## src/rtl/pwm_pkg.sv

```systemverilog
// rtl/pwm_pkg.sv - default widths and the grouped config record for the PWM channel
package pwm_pkg;

  localparam int PWM_CNT_W  = 16;
  localparam int PWM_TRIG_W = 3;

  // Field-for-field mirror of the shadowed config that reg_map presents to the channel.
  typedef struct packed {
    logic [PWM_CNT_W-1:0]  period;
    logic [PWM_CNT_W-1:0]  phase;
    logic [PWM_CNT_W-1:0]  duty_cycle;
    logic [PWM_TRIG_W-1:0] trig_count;
    logic                  enable;
    logic                  invert;
    logic                  initial_val;
    logic                  start;
  } pwm_cfg_t;

endpackage

```

## src/rtl/pwm_channel_if.sv

```systemverilog
// rtl/pwm_channel_if.sv - config/status bundle between reg_map (master) and the PWM channel (slave)
interface pwm_channel_if #(
  parameter int CNT_W  = pwm_pkg::PWM_CNT_W,
  parameter int TRIG_W = pwm_pkg::PWM_TRIG_W
);

  logic [CNT_W-1:0]  period;
  logic [CNT_W-1:0]  phase;
  logic [CNT_W-1:0]  duty_cycle;
  logic [TRIG_W-1:0] trig_count;
  logic              enable;
  logic              invert;
  logic              initial_val;
  logic              start;

  logic              update;
  logic              pwm_out;
  logic              trig_out;
  logic [CNT_W-1:0]  count;

  modport master (
    output period, phase, duty_cycle, trig_count, enable, invert, initial_val, start,
    input  update, pwm_out, trig_out, count
  );

  modport slave (
    input  period, phase, duty_cycle, trig_count, enable, invert, initial_val, start,
    output update, pwm_out, trig_out, count
  );

endinterface

```

## src/rtl/pwm_period_counter.sv

```systemverilog
// rtl/pwm_period_counter.sv - period counter, wrap detect, registered update pulse and period index
module pwm_period_counter #(
  parameter int CNT_W  = 16,
  parameter int TRIG_W = 3
) (
  input  logic              clk,
  input  logic              rst,
  input  logic              i_start,
  input  logic [CNT_W-1:0]  i_period,
  input  logic [TRIG_W-1:0] i_trig_count,
  output logic [CNT_W-1:0]  o_count,
  output logic [TRIG_W-1:0] o_idx,
  output logic              o_update
);

  logic [CNT_W-1:0]  r_count;
  logic [TRIG_W-1:0] r_idx;
  logic              r_update;

  logic [CNT_W-1:0]  w_count_nxt;
  logic [TRIG_W-1:0] w_idx_nxt;
  logic              w_update_nxt;
  logic              w_short;
  logic              w_last;

  always_comb begin
    w_count_nxt = '0;
    w_idx_nxt   = '0;
    w_short     = (i_period <= CNT_W'(1));
    // >= rather than == so a count stranded above a shrunken period still wraps promptly
    w_last      = w_short || (r_count >= i_period - CNT_W'(1));
    if (i_start) begin
      if (w_last) begin
        w_count_nxt = '0;
        w_idx_nxt   = (r_idx >= i_trig_count) ? '0 : r_idx + TRIG_W'(1);
      end else begin
        w_count_nxt = r_count + CNT_W'(1);
        w_idx_nxt   = r_idx;
      end
    end
    // Registered, so it is computed from the count the next cycle will show.
    w_update_nxt = i_start && (w_short || (w_count_nxt == i_period - CNT_W'(1)));
  end

  always_ff @(posedge clk) begin
    if (rst) begin
      r_count  <= '0;
      r_idx    <= '0;
      r_update <= 1'b0;
    end else begin
      r_count  <= w_count_nxt;
      r_idx    <= w_idx_nxt;
      r_update <= w_update_nxt;
    end
  end

  assign o_count  = r_count;
  assign o_idx    = r_idx;
  assign o_update = r_update;

endmodule

```

## src/rtl/pwm_channel.sv

```systemverilog
// rtl/pwm_channel.sv - PWM channel top: active-window compare, registered pwm_out and trig_out
module pwm_channel
  import pwm_pkg::*;
#(
  parameter int CNT_W  = PWM_CNT_W,
  parameter int TRIG_W = PWM_TRIG_W
) (
  input logic          clk,
  input logic          rst,
  pwm_channel_if.slave bus
);

  logic [CNT_W-1:0]  w_count;
  logic [TRIG_W-1:0] w_idx;
  logic              w_update;

  logic [CNT_W:0]    w_dist;
  logic              w_phase_ok;
  logic              w_active;
  logic              w_trig_hit;

  logic              r_pwm;
  logic              r_trig;

  pwm_period_counter #(
    .CNT_W  (CNT_W),
    .TRIG_W (TRIG_W)
  ) u_counter (
    .clk          (clk),
    .rst          (rst),
    .i_start      (bus.start),
    .i_period     (bus.period),
    .i_trig_count (bus.trig_count),
    .o_count      (w_count),
    .o_idx        (w_idx),
    .o_update     (w_update)
  );

  // Distance from the window start, folded through the wrap so windows can straddle count 0.
  always_comb begin
    w_phase_ok = (bus.phase < bus.period);
    if (w_count >= bus.phase) begin
      w_dist = {1'b0, w_count} - {1'b0, bus.phase};
    end else begin
      w_dist = {1'b0, w_count} + {1'b0, bus.period} - {1'b0, bus.phase};
    end
    w_active   = w_phase_ok && (bus.period > CNT_W'(1)) && (w_dist < {1'b0, bus.duty_cycle});
    w_trig_hit = bus.start && bus.enable && w_phase_ok &&
                 (w_count == bus.phase) && (w_idx == '0);
  end

  always_ff @(posedge clk) begin
    if (rst) begin
      r_pwm  <= 1'b0;
      r_trig <= 1'b0;
    end else begin
      r_pwm  <= (!bus.enable || !bus.start) ? bus.initial_val : (w_active ^ bus.invert);
      r_trig <= w_trig_hit;
    end
  end

  assign bus.count    = w_count;
  assign bus.update   = w_update;
  assign bus.pwm_out  = r_pwm;
  assign bus.trig_out = r_trig;

endmodule

```

## src/flat_wrapper.sv

```systemverilog
// flat-port wrapper written by rule: the top's interface ports become plain ports
module pwm_channel_flat import pwm_pkg::*;
#(
  parameter int CNT_W  = PWM_CNT_W,
  parameter int TRIG_W = PWM_TRIG_W
)
  (clk, rst, bus_period, bus_phase, bus_duty_cycle, bus_trig_count, bus_enable, bus_invert, bus_initial_val, bus_start, bus_update, bus_pwm_out, bus_trig_out, bus_count);
  pwm_channel_if #(.CNT_W(CNT_W), .TRIG_W(TRIG_W)) bus_i ();
  input logic clk;
  input logic rst;
  input wire logic [$bits(bus_i.period)-1:0] bus_period;
  input wire logic [$bits(bus_i.phase)-1:0] bus_phase;
  input wire logic [$bits(bus_i.duty_cycle)-1:0] bus_duty_cycle;
  input wire logic [$bits(bus_i.trig_count)-1:0] bus_trig_count;
  input wire logic [$bits(bus_i.enable)-1:0] bus_enable;
  input wire logic [$bits(bus_i.invert)-1:0] bus_invert;
  input wire logic [$bits(bus_i.initial_val)-1:0] bus_initial_val;
  input wire logic [$bits(bus_i.start)-1:0] bus_start;
  output wire logic [$bits(bus_i.update)-1:0] bus_update;
  output wire logic [$bits(bus_i.pwm_out)-1:0] bus_pwm_out;
  output wire logic [$bits(bus_i.trig_out)-1:0] bus_trig_out;
  output wire logic [$bits(bus_i.count)-1:0] bus_count;
  assign bus_i.period = bus_period;
  assign bus_i.phase = bus_phase;
  assign bus_i.duty_cycle = bus_duty_cycle;
  assign bus_i.trig_count = bus_trig_count;
  assign bus_i.enable = bus_enable;
  assign bus_i.invert = bus_invert;
  assign bus_i.initial_val = bus_initial_val;
  assign bus_i.start = bus_start;
  assign bus_update = bus_i.update;
  assign bus_pwm_out = bus_i.pwm_out;
  assign bus_trig_out = bus_i.trig_out;
  assign bus_count = bus_i.count;
  pwm_channel #(.CNT_W(CNT_W), .TRIG_W(TRIG_W)) u_core (.clk(clk), .rst(rst), .bus(bus_i));
endmodule
```

## config.mk

```make
export PLATFORM = sky130hd
export DESIGN_NAME = pwm_channel_flat
export DESIGN_NICKNAME = d
export VERILOG_FILES = /design/src/rtl/pwm_pkg.sv /design/src/rtl/pwm_channel_if.sv /design/src/rtl/pwm_period_counter.sv /design/src/rtl/pwm_channel.sv /design/src/flat_wrapper.sv
export SDC_FILE = /design/constraint.sdc
export NUM_CORES = 1
export LEC_CHECK = 0
export CAP_MARGIN = 0
export CORE_MARGIN = 8
export CORE_UTILIZATION = 46
export DETAILED_ROUTE_END_ITERATION = 8
export DONT_BUFFER_PORTS = 1
export PLACE_DENSITY = 0.66
export SYNTH_ARGS = -nofsm -noshare
export SYNTH_HDL_FRONTEND = slang
export SYNTH_SLANG_ARGS = --single-unit
```

## constraint.sdc

```tcl
create_clock -name clk -period 6 [get_ports clk]
set_input_delay 0.9 -clock clk [delete_from_list [all_inputs] [get_ports clk]]
set_output_delay 0.9 -clock clk [all_outputs]
set_load 0.005 [all_outputs]
```

# ---- Word-level counts from Yosys, hierarchy flattened
# Index checks and enable logic that the tools add are counted.
dict set report classes {
  add_sub_neg 6
  magnitude_cmp 7
  n_eq_ne 2
  muxes 5
  bitwise 2
  reduce_logical 14
}
# operator n
set op_table {}
lappend op_table {{$eq 16x16->1} 2}
lappend op_table {{$ge 16x16->1} 2}
lappend op_table {{$mux 16} 2}
lappend op_table {{$add 16x16->17} 1}
lappend op_table {{$lt 17x16->1} 1}
lappend op_table {{$mux 17} 1}
lappend op_table {{$sub 16x16->17} 1}
lappend op_table {{$sub 17x16->17} 1}
lappend op_table {{$add 16x1->16 const B} 1}
lappend op_table {{$gt 16x1->1 const B} 1}
lappend op_table {{$le 16x1->1 const B} 1}
lappend op_table {{$lt 16x16->1} 1}
lappend op_table {{$sub 16x1->16 const B} 1}
lappend op_table {{$logic_and 1x1->1} 7}
lappend op_table {{$add 3x1->3 const B} 1}
lappend op_table {{$ge 3x3->1} 1}
lappend op_table {{$logic_not 3->1} 1}
lappend op_table {{$logic_or 1x1->1} 3}
lappend op_table {{$mux 3} 1}
lappend op_table {{$logic_not 1->1} 2}
lappend op_table {{$reduce_or 2->1} 1}
lappend op_table {{$mux 1} 1}
lappend op_table {{$not 1->1} 1}
lappend op_table {{$xor 1x1->1} 1}
dict set report word_totals {
  register_bits 22
  inputBits 57
  word_cells 41
}

# ---- Longest topological paths before layout
# Gate-level depths: netlist of run 1.
dict set report depth {
  word_depth 8
  ltp_mapped 23
  mapped_depth_nobuf 23
}

# ---- Cells and area by module
# Synthesis of run 1 repeated with hierarchy kept, for this count alone.
dict set report hier_totals {
  hier_cells 687
  area_unflattened_um2 5114.9
}
# module instances cells_each area_per_inst_um2
set modules_own_cells {}
lappend modules_own_cells {pwm_channel 1 434 3114.2}
lappend modules_own_cells {pwm_period_counter 1 253 2000.7}

# ---- Worst setup path after synthesis of run 1
# OpenSTA, ideal clock, no wires.
dict set report synth_path {
  kind {in2reg}
  start {input port bus_period[1]}
  end {register u_core.r_pwm (netlist: u_core.bus.pwm_out)}
  setup_time_ns 0.091
  t_arrival_ns 4.845
  slack_ns 1.064
  path_stages 20
  path_cell_list {inv_1 > fa_1 > fa_1 > nor2b_1 > o31a_1 > o21ai_1 > a311oi_1 > a21oi_1 > o21bai_1 > xnor2_1 > o21ai_0 > ha_1 > a21o_1 > a21oi_1 > nand2_1 > a21oi_1 > o311a_1 > o31ai_1 > or4_1 > a311oi_1}
}
dict set report synth_via {
  elab_chain_len 7
}
# item line_no
set synth_lines {}
lappend synth_lines {{from (decl)} flat_wrapper.sv:11} ;# input wire logic [$bits(bus_i.period)-1:0] bus_period;
lappend synth_lines {{$add 16x16->17} pwm_channel.sv:45} ;# w_dist = {1'b0, w_count} + {1'b0, bus.period} - {1'b0, bus.phase};
lappend synth_lines {{$sub 17x16->17} pwm_channel.sv:45}
lappend synth_lines {{$mux 17} pwm_channel.sv:42} ;# if (w_count >= bus.phase) begin
lappend synth_lines {{$lt 17x16->1} pwm_channel.sv:47} ;# w_active = w_phase_ok && (bus.period > CNT_W'(1)) && (w_dist < {1'b0, bus.duty_cycle});
lappend synth_lines {{$logic_and 1x1->1 (*)} pwm_channel.sv:47}
lappend synth_lines {{$xor 1x1->1 (*)} pwm_channel.sv:57} ;# r_pwm <= (!bus.enable || !bus.start) ? bus.initial_val : (w_active ^ bus.invert);
lappend synth_lines {{$mux 1 (*)} pwm_channel.sv:57}
lappend synth_lines {{to (signal assigned)} pwm_channel.sv:57}
lappend synth_lines {{to (decl)} pwm_channel.sv:22} ;# logic r_pwm;
# Mark *: on every way between the ends. The rest lies on a longest branch, timed or not.
# A chain may end at the register's enable or synchronous reset.

# ---- Worst setup path after layout of run 1
dict set report layout_path {
  start {register u_core.u_counter.r_count[6] (netlist: u_core.u_counter.o_count[6])}
  end {register u_core.r_pwm (netlist: u_core.bus.pwm_out)}
}
dict set report layout_via {
  elab_chain_len 7
}
# item line_no
set layout_lines {}
lappend layout_lines {{from (decl)} pwm_period_counter.sv:16} ;# logic [CNT_W-1:0] r_count;
lappend layout_lines {{from (signal assigned)} pwm_period_counter.sv:51} ;# r_count <= w_count_nxt;
lappend layout_lines {{$add 16x16->17} pwm_channel.sv:45}
lappend layout_lines {{$sub 17x16->17} pwm_channel.sv:45}
lappend layout_lines {{$mux 17 (*)} pwm_channel.sv:42}
lappend layout_lines {{$lt 17x16->1 (*)} pwm_channel.sv:47}
lappend layout_lines {{$logic_and 1x1->1 (*)} pwm_channel.sv:47}
lappend layout_lines {{$xor 1x1->1 (*)} pwm_channel.sv:57}
lappend layout_lines {{$mux 1 (*)} pwm_channel.sv:57}
# Marked as above.

==> results of run 1 <==
-- state kept, by name (all words and copies together), names as in the netlist --
register                   count
u_core.u_counter.o_update      1
u_core.bus.trig_out            1
u_core.bus.pwm_out             1
u_core.u_counter.o_idx         3
u_core.u_counter.o_count      16
-- cells in the final DEF (no fill, tap or decap), drive strengths merged, types with 11 or more instances in the layout --
cell   instances
fa            17
nor2          36
a21o          21
o21ai         26
ha           101
nor3          37
xor2          14
dfxtp         22
nand4         14
nand3         14
xnor2         47
nand2         35
a21oi         52
inv          108
nor4          11
-- critical path: cells and delay by family (launching register included) --
kind                     cells  cell delay [ns]
AO/OA/AOI/OAI               13             2.65
adder cells (fa/ha/maj)      3             1.21
flip-flops                   1             0.61
AND/OR/NAND/NOR              2             0.54
buffers and inverters        2             0.24
XOR/XNOR                     1             0.08
-- kinds of logic after synthesis --
group | after synthesis | share of synthesized area [%]
buffers and inverters | 116 | 8.546
and+or+nand+nor | 190 | 19.62
AOI/OAI and AO/OA | 161 | 20.48
muxes | 3 | 0.5894
DFF | 22 | 8.644
adders and majority gates | 118 | 31.48
xor gates and xnor gates | 61 | 10.63
-- worst max-delay path by stage --
| stage | from | end | slack (ns) | cells after the start |
|---|---|---|---|---|
| floorplan | bus_period[1] | u_core.bus.pwm_out | 1.06 | 20 |
| global placement | bus_phase[0] | u_core.bus.pwm_out | 0.56 | 21 |
| detailed placement | bus_phase[0] | u_core.bus.pwm_out | 0.40 | 21 |
| CTS | bus_phase[0] | u_core.bus.pwm_out | 0.63 | 21 |
| global route | bus_phase[0] | u_core.bus.pwm_out | 0.28 | 21 |
| finish | u_core.u_counter.o_count[6] | u_core.bus.pwm_out | 0.59 | 21 |
-- power groups by stage --
stage                     combinational (mW)  clock, mW  sequential (mW)
after floorplan                        0.252          0            0.152
after global placement                 0.310          0            0.153
after detailed placement               0.324          0            0.153
after CTS                              0.326      0.103            0.150
after global routing                   0.368      0.107            0.150
final                                  0.328      0.101            0.150
-- area by class of cell --
cell class / count / area (um2)
flip-flops and latches: 22 / 440.4
repair buffers: 2 / 15.01
well taps: 140 / 175.2
clock buffers: 3 / 41.29
fillers: 1069 / 5542
diodes: 1 / 2.502
multi-input cells: 533 / 4219
inverters: 108 / 405.4
-- synth_stat cells (14+ instances only) --
cell type                 count  area [um2]
sky130_fd_sc_hd__nor2_1      36       135.1
sky130_fd_sc_hd__xor2_1      14       122.6
sky130_fd_sc_hd__dfxtp_1     22       440.4
sky130_fd_sc_hd__nand2_1     35       131.4
sky130_fd_sc_hd__ha_1       101        1264
sky130_fd_sc_hd__xnor2_1     46       402.9
sky130_fd_sc_hd__nand4_1     14       87.58
sky130_fd_sc_hd__inv_1      108       405.4
sky130_fd_sc_hd__nor3_1      37       185.2
sky130_fd_sc_hd__a21o_1      21       157.7
sky130_fd_sc_hd__a21oi_1     52       260.3
sky130_fd_sc_hd__o21ai_0     24       120.1
sky130_fd_sc_hd__fa_1        17       340.3
sky130_fd_sc_hd__nand3_1     14       70.07
-- routing by layer --
metal  up-vias  track usage [%]
li1       2342                -
met1      2279            25.57
met2       173            32.47
met3        18            4.933
met4         0            6.014
met5         -                0
==> Flow_metrics.wiki, run 1 <==
{| class="wikitable"
! Metric !! Value
|-
| Run status || finished clean
|-
| Setup TNS || 0 ns
|-
| Maximum clock path buffer count || 2
|-
| Total die area || 14700 um2
|-
| I/O Buffers || 0
|-
| Worst IR drop on VDD || a little under 0.00006 V
|-
| Height of the chip || 121.2 um
|-
| Number of setup buffers added after CTS || 0
|-
| Minimum setup slack after placement || 0.4027 ns
|-
| Cell count of the worst hold path || 2
|-
| Maximum number of pins on one net before global-route repair || 33
|-
| Leftover overflow at the end of global routing || 0
|-
| Worst setup path category || reg -> reg
|-
| Number of nets produced by synthesis || 846
|-
| Worst-case hold slack || 0.5131 ns
|-
| Num rows || 38
|-
| Register share of total power || 25.9%
|-
| Sinks on the clock net || 22
|-
| Worst Setup End Kind || flip-flop
|-
| Arrival time reported for the critical path endpoint || 5.59 ns
|-
| CTS root buffer || sky130_fd_sc_hd__clkbuf_8
|-
| Number of synthesized flops with an enable pin || 0
|-
| Placer congestion estimate || ~0.96
|-
| Final net count || 845
|-
| Number of primary I/O pins || 76
|-
| Endpoint, Worst Hold || u_core.u_counter.o_idx[1]
|-
| Pins over their slew limit || 0
|-
| Number of antenna violations at the first check in global routing || 1
|-
| Fin. Hold Viols || 0
|-
| Number of instances in the synthesized netlist || 671
|-
| Type of element launching the critical path || flip-flop
|-
| Total via count after detailed routing || 4812
|-
| Met3 wire length || between 1 and 1.5 mm
|-
| Sequential cell area fraction in the yosys report || around 8.6%
|-
| Warnings, synthesis || 0
|-
| Share of the core filled with cells in the final layout || 48.88%
|-
| CTS tree || built
|-
| RSZ-0062 raised after global routing || no
|-
| Internal power || 0.3319 mW
|-
| DR DRC count || 0
|-
| Cell area after synthesis || 5095 um2
|-
| Number of iterations in the first detailed-routing pass || 5
|-
| Min Clock Period, post-route || roughly 5.4 ns
|-
| WL per Instance || 18.74 um
|-
| Endpoints failing setup || 0
|-
| Worst slew margin relative to its limit || 32.45%
|-
| Instance area after placement || around 5300 um2
|-
| Proportion of register bits with asynchronous set or reset after synthesis || 0%
|-
| Via count of the first global-routing pass || 4664
|-
| Switching power summed over all nets || about 0.25 mW
|-
| X dimension of the die || 121.2 um
|-
| Filler-free cell count of the finished design || 809
|-
| Worst skew pair latency || between 0.2 and 0.3 ns
|-
| Total Power || 0.5788 mW
|-
| Wire length reported by the detailed router || 15.16 mm
|-
| Proportion of layout cells with a drive suffix above 1 || 2.395%
|-
| Depth of the worst register-to-register path || 21
|-
| Highest routed layer || met4
|-
| Maximum single-stage delay on the critical path || 0.61 ns
|-
| Highest net fanout along the worst path || 9
|-
| Gr usage total || between 15 and 20%
|-
| Average size of a mapped cell || between 7 and 8 um2
|-
| Hold wc startpoint || u_core.u_counter.o_idx[1]
|-
| Relative contribution of the clock network to total power || between 10% and 20%
|-
| Most numerous cell on the critical path || sky130_fd_sc_hd__a21oi_1
|-
| Comb pwr share || between 50 and 60%
|-
| Mean number of vias per cell || approximately 6
|-
| Transition at the pin with the smallest max-transition slack || slightly above 1 ns
|-
| Net switching share of the total power || 42.66%
|-
| Period Utilization, post-route || around nine tenths
|-
| CTS clock-pin slew for the worst setup and hold paths || ~0.090 ns
|-
| Min-delay worst type || reg -> reg
|-
| Static leakage || 2.548 nW
|-
| Data required time of the critical path || roughly 6.2 ns
|-
| Area of the core region || 10840 um2
|-
| Area growth from synthesis to layout || 4.003%
|-
| Seq cells post-synth || 22
|-
| R2R setup slack || ~0.59 ns
|-
| Peak Freq || around 0.18 GHz
|-
| R2R Path Start || u_core.u_counter.o_count[6]
|-
| Crit path cell chain || inv_1 -> fa_1 -> inv_1 -> ha_1 -> o21ai_0 -> a221oi_1 -> o21ai_1 -> a311oi_1 -> a21oi_1 -> o21bai_1 -> xnor2_1 -> o21ai_0 -> ha_1 -> a21o_1 -> a21oi_1 -> nand2_1 -> a21oi_1 -> o311a_1 -> o31ai_1 -> or4_1 -> a311oi_1
|-
| Post-DP HPWL || 12.90 mm
|-
| Length of routed met2 wiring || 6.829 mm
|-
| Detailed Route Iter0 Violations || 392
|-
| Number of max-cap violations || 0
|-
| H-tree Lvls || 1
|-
| Initial standard-cell utilization of the core || 47.00%
|-
| Slack of the critical path || 0.5935 ns
|-
| Number of unique standard cell types used by synthesis || 59
|-
| Antenna Nets Post-Route || 0
|-
| Max stage delay cell, worst path || sky130_fd_sc_hd__dfxtp_1
|-
| Reg-to-reg critical path endpoint || u_core.bus.pwm_out
|-
| Global-route wire length before repair || approximately 24 mm
|-
| Number of hold buffers added after CTS || 0
|-
| Cell count after placement || 805
|-
| Post-route met1 wirelength || 6.594 mm
|-
| Flip-flop cell with the highest count after synthesis || sky130_fd_sc_hd__dfxtp_1
|-
| Max Clock Skew || 0.005478 ns
|-
| Post-route design area || 5299 um2
|-
| Num CTS Buffers || 3
|-
| # resized after CTS || 0
|-
| Total power density per cell area || 109.2 nW/um2
|}
No activity file was read; power rests on OpenSTA's default activity.
==> run 2, diff against run 1 <==
--- a/config.mk
+++ b/config.mk
@@ -10,7 +10,7 @@
 export CORE_UTILIZATION = 46
 export DETAILED_ROUTE_END_ITERATION = 8
 export DONT_BUFFER_PORTS = 1
-export PLACE_DENSITY = 0.66
+export PLACE_DENSITY = 0.69
 export SYNTH_ARGS = -nofsm -noshare
 export SYNTH_HDL_FRONTEND = slang
 export SYNTH_SLANG_ARGS = --single-unit
==> Flow_metrics.wiki, run 2 (same netlist as run 1, synthesis figures left out) <==
{| class="wikitable"
! Metric !! Value
|-
| Most frequent standard cell in the layout excluding fill and tap cells || sky130_fd_sc_hd__inv_1
|-
| Mean number of vias per cell || 5.937 (-0.19%)
|-
| Worst slew margin relative to its limit || 32.42% (about the same)
|-
| Post-DP HPWL || 12.78 mm (-0.89%)
|-
| Worst IR drop on VDD || 0.00008194 V (+40%)
|-
| # resized after CTS || 0 (unchanged)
|-
| Net switching share of the total power || 42.54% (-0.12 points)
|-
| Transition at the pin with the smallest max-transition slack || 1.014 ns (+0.0004324 ns)
|-
| Global-route wire length before repair || 23.93 mm (+1.1%)
|-
| Data required time of the critical path || 6.20 ns (+0.02 ns)
|-
| Switching power summed over all nets || 0.2461 mW (-0.36%)
|-
| RSZ-0062 raised after global routing || no
|-
| Proportion of layout cells with a drive suffix above 1 || 2.541% (+0.15 points)
|-
| Total via count after detailed routing || 4803 (-0.19%)
|-
| Antenna Nets Post-Route || 0 (unchanged)
|-
| Leading cell types in the layout, fill and taps excluded || 108 x sky130_fd_sc_hd__inv_1, 101 x sky130_fd_sc_hd__ha_1, 52 x sky130_fd_sc_hd__a21oi_1
|-
| Initial standard-cell utilization of the core || 47.00% (unchanged)
|-
| Number of setup buffers added after CTS || 0 (unchanged)
|-
| Relative contribution of the clock network to total power || 17.8% (+0.3 points)
|-
| Highest net fanout along the worst path || 9 (unchanged)
|-
| Area of the core region || 10840 um2 (unchanged)
|-
| Num CTS Buffers || 3 (unchanged)
|-
| Maximum number of pins on one net before global-route repair || 33 (unchanged)
|-
| Worst skew pair latency || 0.28 ns (about the same)
|-
| CTS tree || built
|-
| Total power density per cell area || 109.1 nW/um2 (-0.17%)
|-
| Number of antenna violations at the first check in global routing || 0 (-1)
|-
| Detailed Route Iter0 Violations || 363 (-7.4%)
|-
| Count of inserted antenna diode cells || 0 (-1)
|-
| CTS root buffer || sky130_fd_sc_hd__clkbuf_8
|-
| Total Power || 0.5784 mW (about the same)
|-
| Flip-flop count of the largest register after layout || 16 (unchanged)
|-
| Min-delay worst type || reg -> reg
|-
| Fin. Hold Viols || 0 (unchanged)
|-
| Run status || finished clean
|-
| Peak Freq || 0.1860 GHz (+0.58%)
|-
| X dimension of the die || 121.2 um (unchanged)
|-
| Num rows || 38 (unchanged)
|-
| Gr usage total || 20.19% (+0.20 points)
|-
| Number of iterations in the first detailed-routing pass || 5 (unchanged)
|-
| Period Utilization, post-route || 89.59% (-0.52 points)
|-
| Maximum clock path buffer count || 2 (unchanged)
|-
| CTS clock-pin slew for the worst setup and hold paths || 0.10 ns (about the same)
|-
| Worst setup path category || reg -> reg
|-
| Number of hold buffers added after CTS || 0 (unchanged)
|-
| Static leakage || 2.553 nW (+0.21%)
|-
| Area growth from synthesis to layout || 4.101% (about the same)
|-
| Min Clock Period, post-route || 5.375 ns (-0.03106 ns)
|-
| Internal power || 0.3323 mW (+0.14%)
|-
| DR DRC count || 0 (unchanged)
|-
| Via count of the first global-routing pass || 4753 (+1.9%)
|-
| Arrival time reported for the critical path endpoint || 5.57 ns (-0.02 ns)
|-
| Sinks on the clock net || 22 (unchanged)
|-
| Pins over their slew limit || 0 (unchanged)
|-
| Leftover overflow at the end of global routing || 0 (unchanged)
|-
| Max Clock Skew || 0.01594 ns (+0.01046 ns)
|-
| Placer congestion estimate || 0.9035 (-6.3%)
|-
| Number of max-cap violations || 0 (unchanged)
|-
| Endpoints failing setup || 0 (unchanged)
|-
| I/O Buffers || 0 (unchanged)
|-
| Type of element launching the critical path || flip-flop
|-
| Number of primary I/O pins || 76 (unchanged)
|-
| Setup TNS || 0 ns (unchanged)
|-
| H-tree Lvls || 1 (unchanged)
|-
| Total die area || 14700 um2 (unchanged)
|-
| Register share of total power || 25.9% (about the same)
|-
| Final net count || 846 (+0.12%)
|-
| WL per Instance || 18.69 um (-0.26%)
|-
| Comb pwr share || 56.3% (-0.3 points)
|-
| Height of the chip || 121.2 um (unchanged)
|-
| Wire length reported by the detailed router || 15.12 mm (-0.26%)
|-
| Worst Setup End Kind || flip-flop
|}
## run 2: final cells by class
type / count / area [um2]
clock buffers: 3 / 41.29
fillers: 1104 / 5537
inverters: 108 / 405.4
multi-input cells: 533 / 4219
flip-flops and latches: 22 / 440.4
well taps: 140 / 175.2
repair buffers: 3 / 22.52
## run 2: final timing paths
| kind | from | to | slack, ns | depth (start not counted) |
|---|---|---|---|---|
| max | u_core.u_counter.o_count[6] | u_core.bus.pwm_out | 0.62 | 21 |
| min | u_core.u_counter.o_idx[1] | u_core.u_counter.o_idx[1] | 0.51 | 2 |
| max reg2reg | u_core.u_counter.o_count[6] | u_core.bus.pwm_out | 0.62 | 21 |
| min reg2reg | u_core.u_counter.o_idx[1] | u_core.u_counter.o_idx[1] | 0.51 | 2 |
## run 2: power by group through the flow
stage / sequential, mW / clock [mW] / combinational (mW)
2_1_floorplan: 0.152 / 0 / 0.252
3_3_place_gp: 0.154 / 0 / 0.310
3_5_place_dp: 0.154 / 0 / 0.323
4_1_cts: 0.150 / 0.104 / 0.325
5_1_grt: 0.150 / 0.105 / 0.367
6_report: 0.150 / 0.103 / 0.325
## run 2: critical path, stage by stage (launching register included)
cell and delay, ns:
sky130_fd_sc_hd__dfxtp_1 0.61, sky130_fd_sc_hd__inv_1 0.20, sky130_fd_sc_hd__fa_1 0.58, sky130_fd_sc_hd__inv_1 0.05, sky130_fd_sc_hd__ha_1 0.37, sky130_fd_sc_hd__o21ai_0 0.10
sky130_fd_sc_hd__a221oi_1 0.29, sky130_fd_sc_hd__o21ai_1 0.16, sky130_fd_sc_hd__a311oi_1 0.54, sky130_fd_sc_hd__a21oi_1 0.14, sky130_fd_sc_hd__o21bai_1 0.19, sky130_fd_sc_hd__xnor2_1 0.13
sky130_fd_sc_hd__o21ai_0 0.10, sky130_fd_sc_hd__ha_1 0.30, sky130_fd_sc_hd__a21o_1 0.16, sky130_fd_sc_hd__a21oi_1 0.14, sky130_fd_sc_hd__nand2_1 0.06, sky130_fd_sc_hd__a21oi_1 0.19
sky130_fd_sc_hd__o311a_1 0.19, sky130_fd_sc_hd__o31ai_1 0.08, sky130_fd_sc_hd__or4_1 0.47, sky130_fd_sc_hd__a311oi_1 0.26
## run 2: routing by layer
metal / track usage, % / part of all wire [%] / up-vias
met1: 24.30 / 43 / 2266
li1: - / - / 2346
met4: 6.245 / 2.3 / 0
met2: 34.16 / 46 / 169
met3: 5.584 / 9.2 / 22
met5: 0 / 0 / -
## run 2: through the flow
step           hold WS [ns]  cell area [um2]  instances  utilization [%]  setup slack, ns
6_report             0.5138             5304        809            48.93           0.6246
5_1_grt              0.5315             5304        809            48.93           0.2391
4_1_cts              0.5181             5304        809            48.93           0.6626
3_5_place_dp         0.5061             5263        806            48.55           0.4514
3_3_place_gp         0.4903             5263        806            48.55           0.5546
2_1_floorplan        0.4647             5095        671                -            1.064
==> run 3, diff against run 2 <==
==> constraint.sdc (replaced) <==
create_clock -name clk -period 6 [get_ports clk]
set_input_delay 1.2 -clock clk [delete_from_list [all_inputs] [get_ports clk]]
set_output_delay 1.2 -clock clk [all_outputs]
set_load 0.005 [all_outputs]
==> Flow_metrics.wiki, run 3 (same netlist as run 1, synthesis figures left out) <==
{| class="wikitable"
! Metric !! Value
|-
| Detailed Route Iter0 Violations || 353 (-2.8%)
|-
| Instance area after placement || 5293 um2 (+0.57%)
|-
| Relative contribution of the clock network to total power || 19.6% (+1.8 points)
|-
| WL per Instance || 18.23 um (-2.5%)
|-
| Comb pwr share || 55.2% (-1.1 points)
|-
| Post-DP HPWL || 12.71 mm (-0.61%)
|-
| Worst-case hold slack || 0.5345 ns (+0.02063 ns)
|-
| Data required time of the critical path || 6.20 ns (about the same)
|-
| Highest net fanout along the worst path || 3 (-6)
|-
| CTS tree || built
|-
| CTS root buffer || sky130_fd_sc_hd__clkbuf_8
|-
| Height of the chip || 121.2 um (unchanged)
|-
| Number of iterations in the first detailed-routing pass || 5 (unchanged)
|-
| Type of element launching the critical path || input port
|-
| Min Clock Period, post-route || 5.493 ns (+0.1177 ns)
|-
| R2R setup slack || 0.78 ns (+0.16 ns)
|-
| Worst slew margin relative to its limit || 53.14% (+21 points)
|-
| H-tree Lvls || 1 (unchanged)
|-
| Sinks on the clock net || 22 (unchanged)
|-
| Initial standard-cell utilization of the core || 47.00% (unchanged)
|-
| Period Utilization, post-route || 91.55% (+2.0 points)
|-
| Peak Freq || 0.1820 GHz (-2.1%)
|-
| Placer congestion estimate || 0.9156 (+1.3%)
|-
| DR DRC count || 0 (unchanged)
|-
| Worst skew pair latency || 0.28 ns (about the same)
|-
| Number of max-cap violations || 0 (unchanged)
|-
| Endpoints failing setup || 0 (unchanged)
|-
| CTS clock-pin slew for the worst setup and hold paths || 0.10 ns (about the same)
|-
| Number of primary I/O pins || 76 (unchanged)
|-
| Post-route design area || 5350 um2 (+0.87%)
|-
| Total via count after detailed routing || 4743 (-1.2%)
|-
| Setup TNS || 0 ns (unchanged)
|-
| Share of the core filled with cells in the final layout || 49.35% (+0.43 points)
|-
| Maximum clock path buffer count || 2 (unchanged)
|-
| Worst IR drop on VDD || 0.00007073 V (-14%)
|-
| Antenna Nets Post-Route || 0 (unchanged)
|-
| Cell count after placement || 810 (+0.50%)
|-
| Gr usage total || 19.75% (-0.45 points)
|-
| Min-delay worst type || reg -> reg
|-
| Fin. Hold Viols || 0 (unchanged)
|-
| Net switching share of the total power || 41.68% (-0.87 points)
|-
| Global-route wire length before repair || 23.41 mm (-2.2%)
|-
| Filler-free cell count of the finished design || 815 (+0.74%)
|-
| Most frequent standard cell in the layout excluding fill and tap cells || sky130_fd_sc_hd__inv_1
|-
| Total die area || 14700 um2 (unchanged)
|-
| Wire length reported by the detailed router || 14.85 mm (-1.8%)
|-
| Internal power || 0.3465 mW (+4.3%)
|-
| I/O Buffers || 0 (unchanged)
|-
| Slack of the critical path || 0.5069 ns (-0.1177 ns)
|-
| RSZ-0062 raised after global routing || no
|-
| Static leakage || 2.581 nW (+1.1%)
|-
| Num rows || 38 (unchanged)
|-
| Minimum setup slack after placement || 0.2281 ns (-0.2232 ns)
|-
| Arrival time reported for the critical path endpoint || 5.69 ns (+0.12 ns)
|-
| Total power density per cell area || 111.0 nW/um2 (+1.8%)
|-
| Transition at the pin with the smallest max-transition slack || 0.6851 ns (-0.3286 ns)
|-
| Area growth from synthesis to layout || 5.010%
|-
| Number of hold buffers added after CTS || 0 (unchanged)
|-
| Switching power summed over all nets || 0.2476 mW (+0.62%)
|-
| Pins over their slew limit || 0 (unchanged)
|-
| Proportion of layout cells with a drive suffix above 1 || 3.264% (+0.72 points)
|-
| Register share of total power || 25.3% (-0.6 points)
|-
| Total Power || 0.5941 mW (+2.7%)
|-
| Worst Setup End Kind || flip-flop
|-
| Area of the core region || 10840 um2 (unchanged)
|-
| Mean number of vias per cell || 5.820 (-2.0%)
|-
| Flip-flop count of the largest register after layout || 16 (unchanged)
|-
| X dimension of the die || 121.2 um (unchanged)
|-
| Final net count || 850 (+0.47%)
|-
| Leftover overflow at the end of global routing || 0 (unchanged)
|-
| Number of antenna violations at the first check in global routing || 1 (+1)
|-
| Run status || finished clean
|-
| Worst setup path category || in -> reg
|-
| # resized after CTS || 0 (unchanged)
|-
| Num CTS Buffers || 3 (unchanged)
|-
| Number of setup buffers added after CTS || 0 (unchanged)
|-
| Filler cell count || 1087 (-1.5%)
|-
| Max Clock Skew || 0.01829 ns (+0.002357 ns)
|-
| Via count of the first global-routing pass || 4617 (-2.9%)
|-
| Maximum number of pins on one net before global-route repair || 23 (-30%)
|-
| Leading cell types in the layout, fill and taps excluded || 108 x sky130_fd_sc_hd__inv_1, 101 x sky130_fd_sc_hd__ha_1, 52 x sky130_fd_sc_hd__a21oi_1
|}
==> run 3: cell count changes in the layout (fill, tap and decap cells not counted), sizes merged <==
cell    delta
diode      +1
clkbuf     +1
buf        +4
==> run 3: final cells by class <==
class / count / area, um2 / area share [%]
multi-input cells: 533 / 4219 / 78.86
flip-flops and latches: 22 / 440.4 / 8.232
inverters: 108 / 405.4 / 7.577
well taps: 140 / 175.2 / 3.274
clock buffers: 4 / 55.05 / 1.029
repair buffers: 7 / 52.55 / 0.9822
diodes: 1 / 2.502 / 0.04677
==> run 3: worst max-delay path, stage by stage <==
cell	delay [ns]
sky130_fd_sc_hd__ha_1	0.21
sky130_fd_sc_hd__inv_1	0.10
sky130_fd_sc_hd__fa_1	0.43
sky130_fd_sc_hd__a211oi_1	0.30
sky130_fd_sc_hd__o21ai_1	0.17
sky130_fd_sc_hd__a2111oi_0	0.55
sky130_fd_sc_hd__o31ai_1	0.24
sky130_fd_sc_hd__a21o_1	0.21
sky130_fd_sc_hd__a21oi_1	0.16
sky130_fd_sc_hd__xnor2_1	0.14
sky130_fd_sc_hd__nand2_1	0.06
sky130_fd_sc_hd__o21ai_0	0.08
sky130_fd_sc_hd__ha_1	0.26
sky130_fd_sc_hd__a21o_1	0.16
sky130_fd_sc_hd__a21oi_1	0.14
sky130_fd_sc_hd__nand2_1	0.07
sky130_fd_sc_hd__a21oi_1	0.17
sky130_fd_sc_hd__o311a_1	0.20
sky130_fd_sc_hd__o31ai_1	0.09
sky130_fd_sc_hd__or4_1	0.48
sky130_fd_sc_hd__a311oi_1	0.27
==> run 3: power by group through the flow <==
stage                     sequential, mW  clock [mW]  combinational, mW
final                              0.150       0.116              0.328
after global routing               0.150       0.122              0.371
after CTS                          0.150       0.117              0.327
after detailed placement           0.154           0              0.323
after global placement             0.153           0              0.313
after floorplan                    0.152           0              0.252
==> run 3: final timing paths <==
check	from	endpoint	cells after the start
setup / recovery	bus_phase[0]	u_core.bus.pwm_out	21
hold / removal	u_core.u_counter.o_idx[1]	u_core.u_counter.o_idx[1]	2
setup reg to reg	u_core.u_counter.o_count[6]	u_core.bus.pwm_out	21
hold reg to reg	u_core.u_counter.o_idx[1]	u_core.u_counter.o_idx[1]	2
==> run 3: metal layers <==
| metal | global-route usage [%] | vias to the layer above | share of wire [%] |
|---|---|---|---|
| met1 | 25.11 | 2194 | 43 |
| met4 | 7.633 | 0 | 3.4 |
| li1 | - | 2356 | - |
| met5 | 0 | - | 0 |
| met3 | 5.491 | 23 | 9.3 |
| met2 | 31.02 | 170 | 44 |
